==> src/rtl/apb_slave_bridge_if.sv <==
// apb_slave_bridge_if: APB3/APB4 bus bundle between the SoC fabric (master) and the bridge (slave)
//   paddr/psel/penable/pwrite/pwdata/pstrb : driven by the master
//   prdata/pready/pslverr                  : driven by the slave
interface apb_slave_bridge_if #(
  parameter int ADDR_WIDTH = 32,
  parameter int DATA_WIDTH = 32
);
  localparam int STRB_W = DATA_WIDTH / 8;
  logic [ADDR_WIDTH-1:0] paddr;
  logic                  psel;
  logic                  penable;
  logic                  pwrite;
  logic [DATA_WIDTH-1:0] pwdata;
  logic [STRB_W-1:0]     pstrb;
  logic [DATA_WIDTH-1:0] prdata;
  logic                  pready;
  logic                  pslverr;
  modport master (
    output paddr, psel, penable, pwrite, pwdata, pstrb,
    input  prdata, pready, pslverr
  );
  modport slave (
    input  paddr, psel, penable, pwrite, pwdata, pstrb,
    output prdata, pready, pslverr
  );
endinterface

==> src/rtl/apb_slave_bridge.sv <==
// apb_slave_bridge: APB slave front end turning transfers into one-cycle register-bank requests
//   clk, rst_n             : clock, asynchronous active-low reset
//   apb (slave modport)    : APB3/APB4 bus, pready only in the single RESP cycle
//   reg_addr/wdata/wstrb   : backend request fields, held from REQ through RESP
//   reg_write_en/read_en   : one-cycle request strobes
//   reg_rdata/ack/err      : backend response, accepted in REQ or WAIT only
module apb_slave_bridge #(
  parameter int ADDR_WIDTH      = 32,
  parameter int DATA_WIDTH      = 32,
  parameter int REG_ADDR_W      = 8,
  parameter int REG_SPACE_BYTES = 256,
  parameter int TIMEOUT_CYCLES  = 16,
  localparam int STRB_W         = DATA_WIDTH / 8
) (
  input  logic                  clk,
  input  logic                  rst_n,
  apb_slave_bridge_if.slave     apb,
  output logic [REG_ADDR_W-1:0] reg_addr,
  output logic [DATA_WIDTH-1:0] reg_wdata,
  output logic [STRB_W-1:0]     reg_wstrb,
  output logic                  reg_write_en,
  output logic                  reg_read_en,
  input  logic [DATA_WIDTH-1:0] reg_rdata,
  input  logic                  reg_ack,
  input  logic                  reg_err
);
  localparam int CNT_W = (TIMEOUT_CYCLES == 0) ? 1 : $clog2(TIMEOUT_CYCLES + 1);
  typedef enum logic [1:0] {IDLE, REQ, WAIT, RESP} state_t;
  state_t                state, state_nx;
  logic                  wr_q, err_q;
  logic [DATA_WIDTH-1:0] rdata_q;
  logic [CNT_W-1:0]      cnt;
  logic                  setup, dec_err, timeout, busy;
  assign setup   = apb.psel & ~apb.penable;
  assign dec_err = (apb.paddr >= ADDR_WIDTH'(REG_SPACE_BYTES)) |
                   ((apb.paddr & ADDR_WIDTH'(STRB_W - 1)) != '0);
  assign timeout = (TIMEOUT_CYCLES != 0) && (cnt == CNT_W'(TIMEOUT_CYCLES));
  assign busy    = (state == REQ || state == WAIT) && apb.psel;
  always_ff @(posedge clk or negedge rst_n)
    if (!rst_n) state <= IDLE;
    else        state <= state_nx;
  always_comb begin
    state_nx = state;
    case (state)
      IDLE:    state_nx = setup ? (dec_err ? RESP : REQ) : IDLE;
      REQ:     state_nx = !apb.psel ? IDLE : reg_ack ? RESP : WAIT;
      WAIT:    state_nx = !apb.psel ? IDLE : (reg_ack || timeout) ? RESP : WAIT;
      default: state_nx = IDLE;
    endcase
  end
  always_ff @(posedge clk or negedge rst_n)
    if (!rst_n) begin
      reg_addr  <= '0;
      reg_wdata <= '0;
      reg_wstrb <= '0;
      wr_q      <= 1'b0;
      err_q     <= 1'b0;
      rdata_q   <= '0;
    end else if (state == IDLE && setup) begin
      reg_addr  <= apb.paddr[REG_ADDR_W-1:0];
      reg_wdata <= apb.pwdata;
      reg_wstrb <= apb.pwrite ? apb.pstrb : '0;
      wr_q      <= apb.pwrite;
      err_q     <= dec_err;
      rdata_q   <= '0;
    end else if (busy && reg_ack) begin
      rdata_q   <= reg_rdata;
      err_q     <= reg_err;
    end else if (busy && state == WAIT && timeout) begin
      rdata_q   <= '0;
      err_q     <= 1'b1;
    end
  // Loaded while idle so the strobe cycle already counts as 1; the timeout then
  // lands exactly TIMEOUT_CYCLES cycles after the strobe.
  always_ff @(posedge clk or negedge rst_n)
    if (!rst_n)              cnt <= '0;
    else if (state == IDLE)  cnt <= CNT_W'(1);
    else if (cnt != '1)      cnt <= cnt + 1'b1;
  assign apb.pready   = state == RESP;
  assign apb.pslverr  = state == RESP && err_q;
  assign apb.prdata   = (state == RESP && !err_q && !wr_q) ? rdata_q : '0;
  assign reg_write_en = state == REQ && wr_q;
  assign reg_read_en  = state == REQ && !wr_q;
endmodule

==> src/flat_wrapper.sv <==
// flat-port wrapper written by rule: the top's interface ports become plain ports
module apb_slave_bridge_flat 
#(
  parameter int ADDR_WIDTH      = 32,
  parameter int DATA_WIDTH      = 32,
  parameter int REG_ADDR_W      = 8,
  parameter int REG_SPACE_BYTES = 256,
  parameter int TIMEOUT_CYCLES  = 16,
  localparam int STRB_W         = DATA_WIDTH / 8
)
  (clk, rst_n, reg_addr, reg_wdata, reg_wstrb, reg_write_en, reg_read_en, reg_rdata, reg_ack, reg_err, apb_paddr, apb_psel, apb_penable, apb_pwrite, apb_pwdata, apb_pstrb, apb_prdata, apb_pready, apb_pslverr);
  apb_slave_bridge_if #(.ADDR_WIDTH(ADDR_WIDTH), .DATA_WIDTH(DATA_WIDTH)) apb_i ();
  input  logic clk;
  input  logic rst_n;
  output logic [REG_ADDR_W-1:0] reg_addr;
  output logic [DATA_WIDTH-1:0] reg_wdata;
  output logic [STRB_W-1:0] reg_wstrb;
  output logic reg_write_en;
  output logic reg_read_en;
  input  logic [DATA_WIDTH-1:0] reg_rdata;
  input  logic reg_ack;
  input  logic reg_err;
  input wire logic [$bits(apb_i.paddr)-1:0] apb_paddr;
  input wire logic [$bits(apb_i.psel)-1:0] apb_psel;
  input wire logic [$bits(apb_i.penable)-1:0] apb_penable;
  input wire logic [$bits(apb_i.pwrite)-1:0] apb_pwrite;
  input wire logic [$bits(apb_i.pwdata)-1:0] apb_pwdata;
  input wire logic [$bits(apb_i.pstrb)-1:0] apb_pstrb;
  output wire logic [$bits(apb_i.prdata)-1:0] apb_prdata;
  output wire logic [$bits(apb_i.pready)-1:0] apb_pready;
  output wire logic [$bits(apb_i.pslverr)-1:0] apb_pslverr;
  assign apb_i.paddr = apb_paddr;
  assign apb_i.psel = apb_psel;
  assign apb_i.penable = apb_penable;
  assign apb_i.pwrite = apb_pwrite;
  assign apb_i.pwdata = apb_pwdata;
  assign apb_i.pstrb = apb_pstrb;
  assign apb_prdata = apb_i.prdata;
  assign apb_pready = apb_i.pready;
  assign apb_pslverr = apb_i.pslverr;
  apb_slave_bridge #(.ADDR_WIDTH(ADDR_WIDTH), .DATA_WIDTH(DATA_WIDTH), .REG_ADDR_W(REG_ADDR_W), .REG_SPACE_BYTES(REG_SPACE_BYTES), .TIMEOUT_CYCLES(TIMEOUT_CYCLES)) u_core (.clk(clk), .rst_n(rst_n), .apb(apb_i), .reg_addr(reg_addr), .reg_wdata(reg_wdata), .reg_wstrb(reg_wstrb), .reg_write_en(reg_write_en), .reg_read_en(reg_read_en), .reg_rdata(reg_rdata), .reg_ack(reg_ack), .reg_err(reg_err));
endmodule
==> config.mk <==
export PLATFORM = sky130hd
export DESIGN_NAME = apb_slave_bridge_flat
export DESIGN_NICKNAME = d
export VERILOG_FILES = /design/src/rtl/apb_slave_bridge_if.sv /design/src/rtl/apb_slave_bridge.sv /design/src/flat_wrapper.sv
export SDC_FILE = /design/constraint.sdc
export NUM_CORES = 1
export LEC_CHECK = 0
export ABC_AREA = 1
export CAP_MARGIN = 20
export CORE_UTILIZATION = 40
export CTS_CLUSTER_DIAMETER = 80
export DETAILED_ROUTE_END_ITERATION = 10
export PLACE_DENSITY = 0.84
export SLEW_MARGIN = 20
export SYNTH_ARGS = -nofsm -noshare
export SYNTH_HDL_FRONTEND = slang
export SYNTH_SLANG_ARGS = --single-unit
==> constraint.sdc <==
create_clock -name clk -period 1.9 [get_ports clk]
set_input_delay 0.38 -clock clk [delete_from_list [all_inputs] [get_ports clk]]
set_output_delay 0.38 -clock clk [all_outputs]
set_load 0.02 [all_outputs]
==> results of run 1 <==
-- flip-flops by register name, summed over array words and instances (netlist names) --
name,flops
u_core.reg_wstrb,4
u_core.cnt,5
u_core.reg_wdata,32
u_core.wr_q,1
u_core.err_q,1
u_core.reg_addr,8
u_core.state,2
u_core.rdata_q,32
-- report_power, final --
| group | internal (mW) | switching (mW) | leakage (nW) |
|---|---|---|---|
| logic | 1.58 | 1.93 | 1.78 |
| clock network | 0.741 | 0.611 | 0.110 |
| registers | 2.59 | 0.366 | 1.09 |
-- placed cells by master (no fill, tap or decap), drive strengths merged --
cell type,synthesis,layout
nand4,3,3
o21bai,1,1
or2,1,1
dlygate4sd2,0,1
nand3,5,5
nand2,183,183
buf,11,49
nand3b,1,1
bufinv,0,2
o211a,1,1
clkbuf,7,12
dlygate4sd3,0,1
inv,61,61
clkinv,1,5
dfrtp,85,85
clkdlybuf4s15,0,2
a21oi,4,4
clkdlybuf4s50,0,149
nor2,51,51
ha,7,7
and2,1,1
o21ai,43,43
-- Yosys cell counts, types with 3 or more instances --
cell type / count / area share
nand2_1: 182 / 0.18
buf_4: 3 / 0.0060
inv_2: 3 / 0.0030
ha_1: 7 / 0.023
buf_2: 8 / 0.011
nand3_1: 4 / 0.0054
nor2_1: 51 / 0.051
dfrtp_1: 85 / 0.57
a21oi_1: 4 / 0.0054
clkbuf_1: 7 / 0.0070
o21ai_1: 36 / 0.048
nand4_1: 3 / 0.0050
inv_1: 58 / 0.058
o21ai_0: 7 / 0.0094
-- timing repair --
item,in CTS,in global routing
endpoints found under the setup margin,36,34
gates resized for setup,148,75
hold endpoints to repair,24,0
setup buffers,0,2
gates cloned,0,3
pin swaps,0,2
hold buffers,1,0
-- routing by layer --
metal,track usage,vias to the layer above
met5,0,-
met4,0.0620,0
met2,0.359,146
met1,0.251,1675
li1,-,1796
met3,0.0780,8
-- layout make-up --
cell class                 instances  share of cell area
clock inverter                     6              0.0142
tap                              108              0.0218
sequential                        85               0.344
clock buffer                      10              0.0206
timing repair buffer             204               0.334
inverter                          62              0.0376
multi-input combinational        301               0.228
-- stage by stage --
step / cell area (um2) / power (mW) / util / hold slack, ns
finish: 6190 / 7.82 / 0.696 / 0.480
global route: 6190 / 8.35 / 0.696 / 0.507
CTS: 5900 / 7.74 / 0.664 / 0.486
detailed placement: 5800 / 6.34 / 0.652 / 0.310
global placement: 5800 / 6.24 / 0.652 / 0.310
floorplan: 3740 / 4.68 / - / 0.0844
-- critical path, delay by kind of cell, from the launching register on --
| family | cells | cell delay, ns |
|---|---|---|
| simple gates | 2 | 0.18 |
| buf+inv | 3 | 0.47 |
| flops | 1 | 0.38 |
| fa+ha+maj | 1 | 0.20 |
-- how the worst max path moves through the flow --
stage | to | cells past startpoint | slack (ns)
6_report | apb_prdata[4] | 6 | -0.06
5_1_grt | apb_prdata[4] | 6 | -0.12
4_1_cts | apb_prdata[28] | 5 | -0.16
3_5_place_dp | apb_prdata[27] | 5 | -0.07
3_3_place_gp | apb_prdata[23] | 5 | 0.01
2_1_floorplan | apb_prdata[10] | 4 | 0.13
-- kinds of logic after synthesis --
family                   after synthesis
flip-flops                            85
buffers and inverters                 80
adder cells (fa/ha/maj)                7
AO/OA/AOI/OAI                         49
AND/OR/NAND/NOR                      245
==> reports/qor.yml, run 1 <==
final_layout:
  multi_input_area_um2: 1410
  fillers: 687
  layout.nets: 777
  syn_to_final_growth_pct: 65.5
  ff_latch_area_um2: 2130
  insertedDiodeCount: 0
  drive_above_1_share: 0.153
  stdcell_count: 776
yosys:
  synthArstFlopShare: 1.00
  synth-edff-count: 0
  ys_seq_area_frac: 0.569
  syn_area_um2: 3740
  yosys.area_share.simple: 0.254
  ys_seq_elements: 85
  synthCells: 466
  synth_top_family_by_area: "simple AND/OR/NAND/NOR gates"
  syn_nets: 580
  muxShareOfSynthArea: 0
  ys_warn_count: 0
  synthAdderAreaFrac: 0.0234
  ys_types: 22
  synth_compound_area_frac: 0.0676
  synth-xor-area-share: 0
  synth_area_per_cell_um2: 8.02
  ys.flop_type: "dfrtp_1"
cts:
  cts_max_level: 3
  clock-root-buffer: "clkbuf_8"
  clock_sinks: 85
  cts_tree: "done"
  path_clk_slew_ns: 0.08
  cts_buffers: 9
  insertion_delay_ns: 0.34
  clk_path_buf_depth: 2
timing:
  slew_violations: 0
  fin_crit_sh: 1.03
  tightest_slew_ns: 0.482
  slew_headroom: 0.679
  fmax_mhz: 510
  hold_violations: 0
  setup-tns-final_ns: -0.955
  rsz0062_at_grt: "yes"
  finalClockSkew_ns: 0.0102
  setup_slack_ns: -0.0590
  setup_viol: 30
  fin_crit_ns: 1.96
floorplan:
  design.die.area_um2: 9740
  die_h_um: 98.7
  rows: 34
  core-area_um2: 8890
  io_pins: 187
  dieWidth_um: 98.7
  initial_core_util: 0.420
placed_design:
  port_buffers: 186
  dp_slack_ns: -0.0677
  dpl.hpwl_mm: 7.30
  dp_cells: 754
  gp_congestion: 0.825
global_routing:
  globalRouteTotalUtil: 0.211
  grt_pass1_wl_mm: 16.4
  grt_pass1_vias: 3562
  grt_max_degree: 50
  grt_antenna_before_repair: 0
  grt-ovfl-total: 0
drt:
  top_layer_used: "met4"
  vias: 3625
  avgViaCountPerCell: 4.67
  wl_met2_mm: 5.22
  m1WireLength_mm: 4.20
  routed_wl_mm: 10.4
  wire_per_inst_um: 13.5
  initialDrtViolationCount: 66
  ant_nets: 0
  drt_pass1_iterations: 4
  drc_errors: 0
  routed-wl-met3_um: 925
critical_path:
  reg2reg_setup_slack_ns: 0.15
  crit_type: "reg -> out"
  reg2reg_depth: 8
  required_ns: 1.52
  rr_startpoint: "u_core.state[0]"
  path_cells: "ha_2 -> nand3b_1 -> buf_6 -> clkbuf_16 -> nor2_2 -> buf_4"
  r2r_end: "u_core.state[0]"
  worstPathArrival_ns: 1.58
  crit_start: "u_core.state[1]"
  cpMaxStageDelayCell: "dfrtp_1"
  slowest_delay_ns: 0.38
  crit_fanout: 8
  startpoint_type: "flop"
  critPathCaptureType: "output port"
min_path:
  whs_endpoint: "u_core.reg_wdata[7]"
  whs_path_depth: 2
  hp-start: "u_core.reg_wdata[7]"
  hold_class: "reg -> reg"
power:
  leakage_nw: 2.98
  power.density_nw_per_um2: 1260
  ir_worst_vdd_uv: 825
run:
  cap_viol_max_count: 0
run_status:
  status: "complete, but fails checks"
  violations: "setup timing"
(Power assumes the default switching activity.)
==> run 2: changes to the inputs <==
--- a/config.mk
+++ b/config.mk
@@ -8,8 +8,8 @@
 export ABC_AREA = 1
 export CAP_MARGIN = 20
 export CORE_UTILIZATION = 40
-export CTS_CLUSTER_DIAMETER = 80
 export DETAILED_ROUTE_END_ITERATION = 10
+export GPL_TIMING_DRIVEN = 0
 export PLACE_DENSITY = 0.84
 export SLEW_MARGIN = 20
 export SYNTH_ARGS = -nofsm -noshare
==> reports/qor.yml, run 2 (synthesized netlist as in run 1, its figures left out) <==
run_status:
  status: "complete, but fails checks"
  violations: "setup timing"
global_routing:
  globalRouteTotalUtil: 0.234  # +0.0231
  grt_antenna_before_repair: 0  # unchanged
  grt_max_degree: 44  # -12%
  grt-ovfl-total: 0  # unchanged
  grt_pass1_wl_mm: 18.1  # +10%
  grt_pass1_vias: 3961  # +11%
critical_path:
  crit_type: "reg -> out"
  startpoint_type: "flop"
  rr_startpoint: "u_core.state[0]"
  reg2reg_depth: 10  # +2
  cpMaxStageDelayCell: "dfrtp_1"
  cp_common_cell: "buf_4"
  slowest_delay_ns: 0.44  # +0.06 ns
  required_ns: 1.52  # about the same
  worstPathArrival_ns: 1.63  # +0.05 ns
  critPathCaptureType: "output port"
  reg2reg_setup_slack_ns: 0.21  # +0.06 ns
  crit_fanout: 6  # -2
  path_cells: "ha_4 -> nand3b_1 -> buf_6 -> buf_4 -> nor2_1 -> buf_4"
  r2r_end: "u_core.rdata_q[12]"
timing:
  setup_slack_ns: -0.105  # -0.0460 ns
  slew_headroom: 0.636  # -0.0425
  tightest_slew_ns: 0.546  # +0.0637 ns
  slew_violations: 0  # unchanged
  fin_crit_sh: 1.06  # +0.0242
  setup-tns-final_ns: -2.24  # -1.28 ns
  hold_slack_ns: 0.00695  # -0.473 ns
  setup_viol: 32  # +6.7%
  rsz0062_at_grt: "yes"
  fin_crit_ns: 2.01  # +0.0460 ns
  hold_violations: 0  # unchanged
  finalClockSkew_ns: 0.0117  # +0.00151 ns
  fmax_mhz: 499  # -2.3%
placed_design:
  port_buffers: 186  # unchanged
  gp_congestion: 0.760  # -7.9%
  dpl.hpwl_mm: 8.01  # +9.7%
power:
  combPwrFrac: 0.426  # -0.023
  power.switching_mw: 3.01  # +3.4%
  ir_worst_vdd_uv: 893  # +8.3%
  intPower_mw: 5.28  # +7.6%
  swShare: 0.363  # -0.00924
  power.density_nw_per_um2: 1310  # +3.8%
  seqPwrFrac: 0.359  # -0.019
  clkPwrFrac: 0.215  # +0.042
  leakage_nw: 3.03  # +1.7%
floorplan:
  rows: 34  # unchanged
  die_h_um: 98.7  # unchanged
  design.die.area_um2: 9740  # unchanged
  initial_core_util: 0.420  # unchanged
  core-area_um2: 8890  # unchanged
  dieWidth_um: 98.7  # unchanged
  io_pins: 187  # unchanged
drt:
  avgViaCountPerCell: 4.67  # about the same
  ant_nets: 0  # unchanged
  routed_wl_mm: 10.8  # +3.8%
  drc_errors: 0  # unchanged
  vias: 3664  # +1.1%
  initialDrtViolationCount: 91  # +38%
  wire_per_inst_um: 13.8  # +2.6%
  drt_pass1_iterations: 4  # unchanged
final_layout:
  drive_above_1_share: 0.164  # +0.0113
  fillers: 675  # -1.7%
  final_common_cell: "nand2_1"
  layout_common_cells: "nand2_1 (182), clkdlybuf4s50_1 (149), dfrtp_1 (85), inv_1 (58), o21ai_1 (36)"
  top_regs: "u_core.rdata_q x32, u_core.reg_wdata x32, u_core.reg_addr x8"
  layout.nets: 786  # +1.2%
  insertedDiodeCount: 0  # unchanged
  syn_to_final_growth_pct: 68.9
cts:
  clock-root-buffer: "clkbuf_8"
  cts_tree: "done"
  insertion_delay_ns: 0.35  # about the same
  clk_path_buf_depth: 2  # unchanged
  cts_buffers: 9  # unchanged
  cts_max_level: 3  # unchanged
  clock_sinks: 85  # unchanged
  path_clk_slew_ns: 0.08  # about the same
  hold_buffers: 0  # -1
run:
  cap_viol_max_count: 0  # unchanged
min_path:
  hold_class: "in -> async"
-- run 2: cell count changes in the layout (fill, tap and decap cells not counted), sizes merged --
| cell | change |
|---|---|
| buf | +7 |
| bufinv | +3 |
| clkbuf | +5 |
| clkdlybuf4s15 | -2 |
| clkinv | -3 |
| dlygate4sd3 | -1 |
-- run 2: area by class of cell --
class,instances,area [um2],area share
Timing Repair Buffer,195,1930,0.306
Clock buffer,10,128,0.0202
Tap cell,108,135,0.0214
Sequential cell,85,2130,0.337
Buffer,18,131,0.0208
Multi-Input combinational cell,301,1470,0.233
Inverter,62,233,0.0368
Clock inverter,6,159,0.0252
-- run 2: worst max-delay path: cells and delay by family, from the launching register on --
| family | cells | cell delay, ns |
|---|---|---|
| fa+ha+maj | 1 | 0.18 |
| buf+inv | 3 | 0.48 |
| flops | 1 | 0.44 |
| simple gates | 2 | 0.19 |
-- run 2: per-layer routing --
metal	GRT usage	vias up	part of all wire	wire length [um]
met5	0	-	0	0
met4	0.0735	0	0.014	148
met3	0.0809	12	0.083	903
met2	0.428	139	0.51	5510
met1	0.254	1701	0.39	4270
li1	-	1812	-	-
-- run 2: worst max path at each step --
stage,start,to,slack [ns],cells past startpoint
6_report,u_core.state[1],apb_prdata[14],-0.11,6
5_1_grt,u_core.state[1],apb_prdata[14],-0.17,6
4_1_cts,u_core.state[1],apb_prdata[26],-0.08,6
3_5_place_dp,u_core.state[1],apb_prdata[27],-0.41,5
3_3_place_gp,rst_n,u_core.reg_wdata[10],-2.49,1
2_1_floorplan,u_core.state[0],apb_prdata[10],0.13,4
-- run 2: repair_timing --
action                                  in CTS  in global routing
gates resized for setup                    226                 32
gates cloned                                 1                  1
pin swaps                                    1                  2
endpoints found under the setup margin      36                 33
setup buffers                                4                  2
-- run 2: through the flow --
stage / setup WS (ns) / power, mW / instance area (um2) / utilization / cells
floorplan: 0.131 / 4.68 / 3740 / - / 466
global placement: -2.49 / 6.17 / 5740 / 0.645 / 760
detailed placement: -0.406 / 6.32 / 5750 / 0.647 / 761
CTS: -0.0815 / 8.26 / 6210 / 0.698 / 782
global route: -0.173 / 8.81 / 6320 / 0.710 / 785
finish: -0.105 / 8.29 / 6320 / 0.710 / 785
-- run 2: power groups by stage --
stage               logic, mW  clock network [mW]  registers (mW)
finish                   3.53                1.78            2.98
global route             3.85                1.89            3.07
CTS                      3.47                1.81            2.98
detailed placement       3.32                   0            2.99
global placement         3.22                   0            2.96
floorplan                1.20                   0            3.48
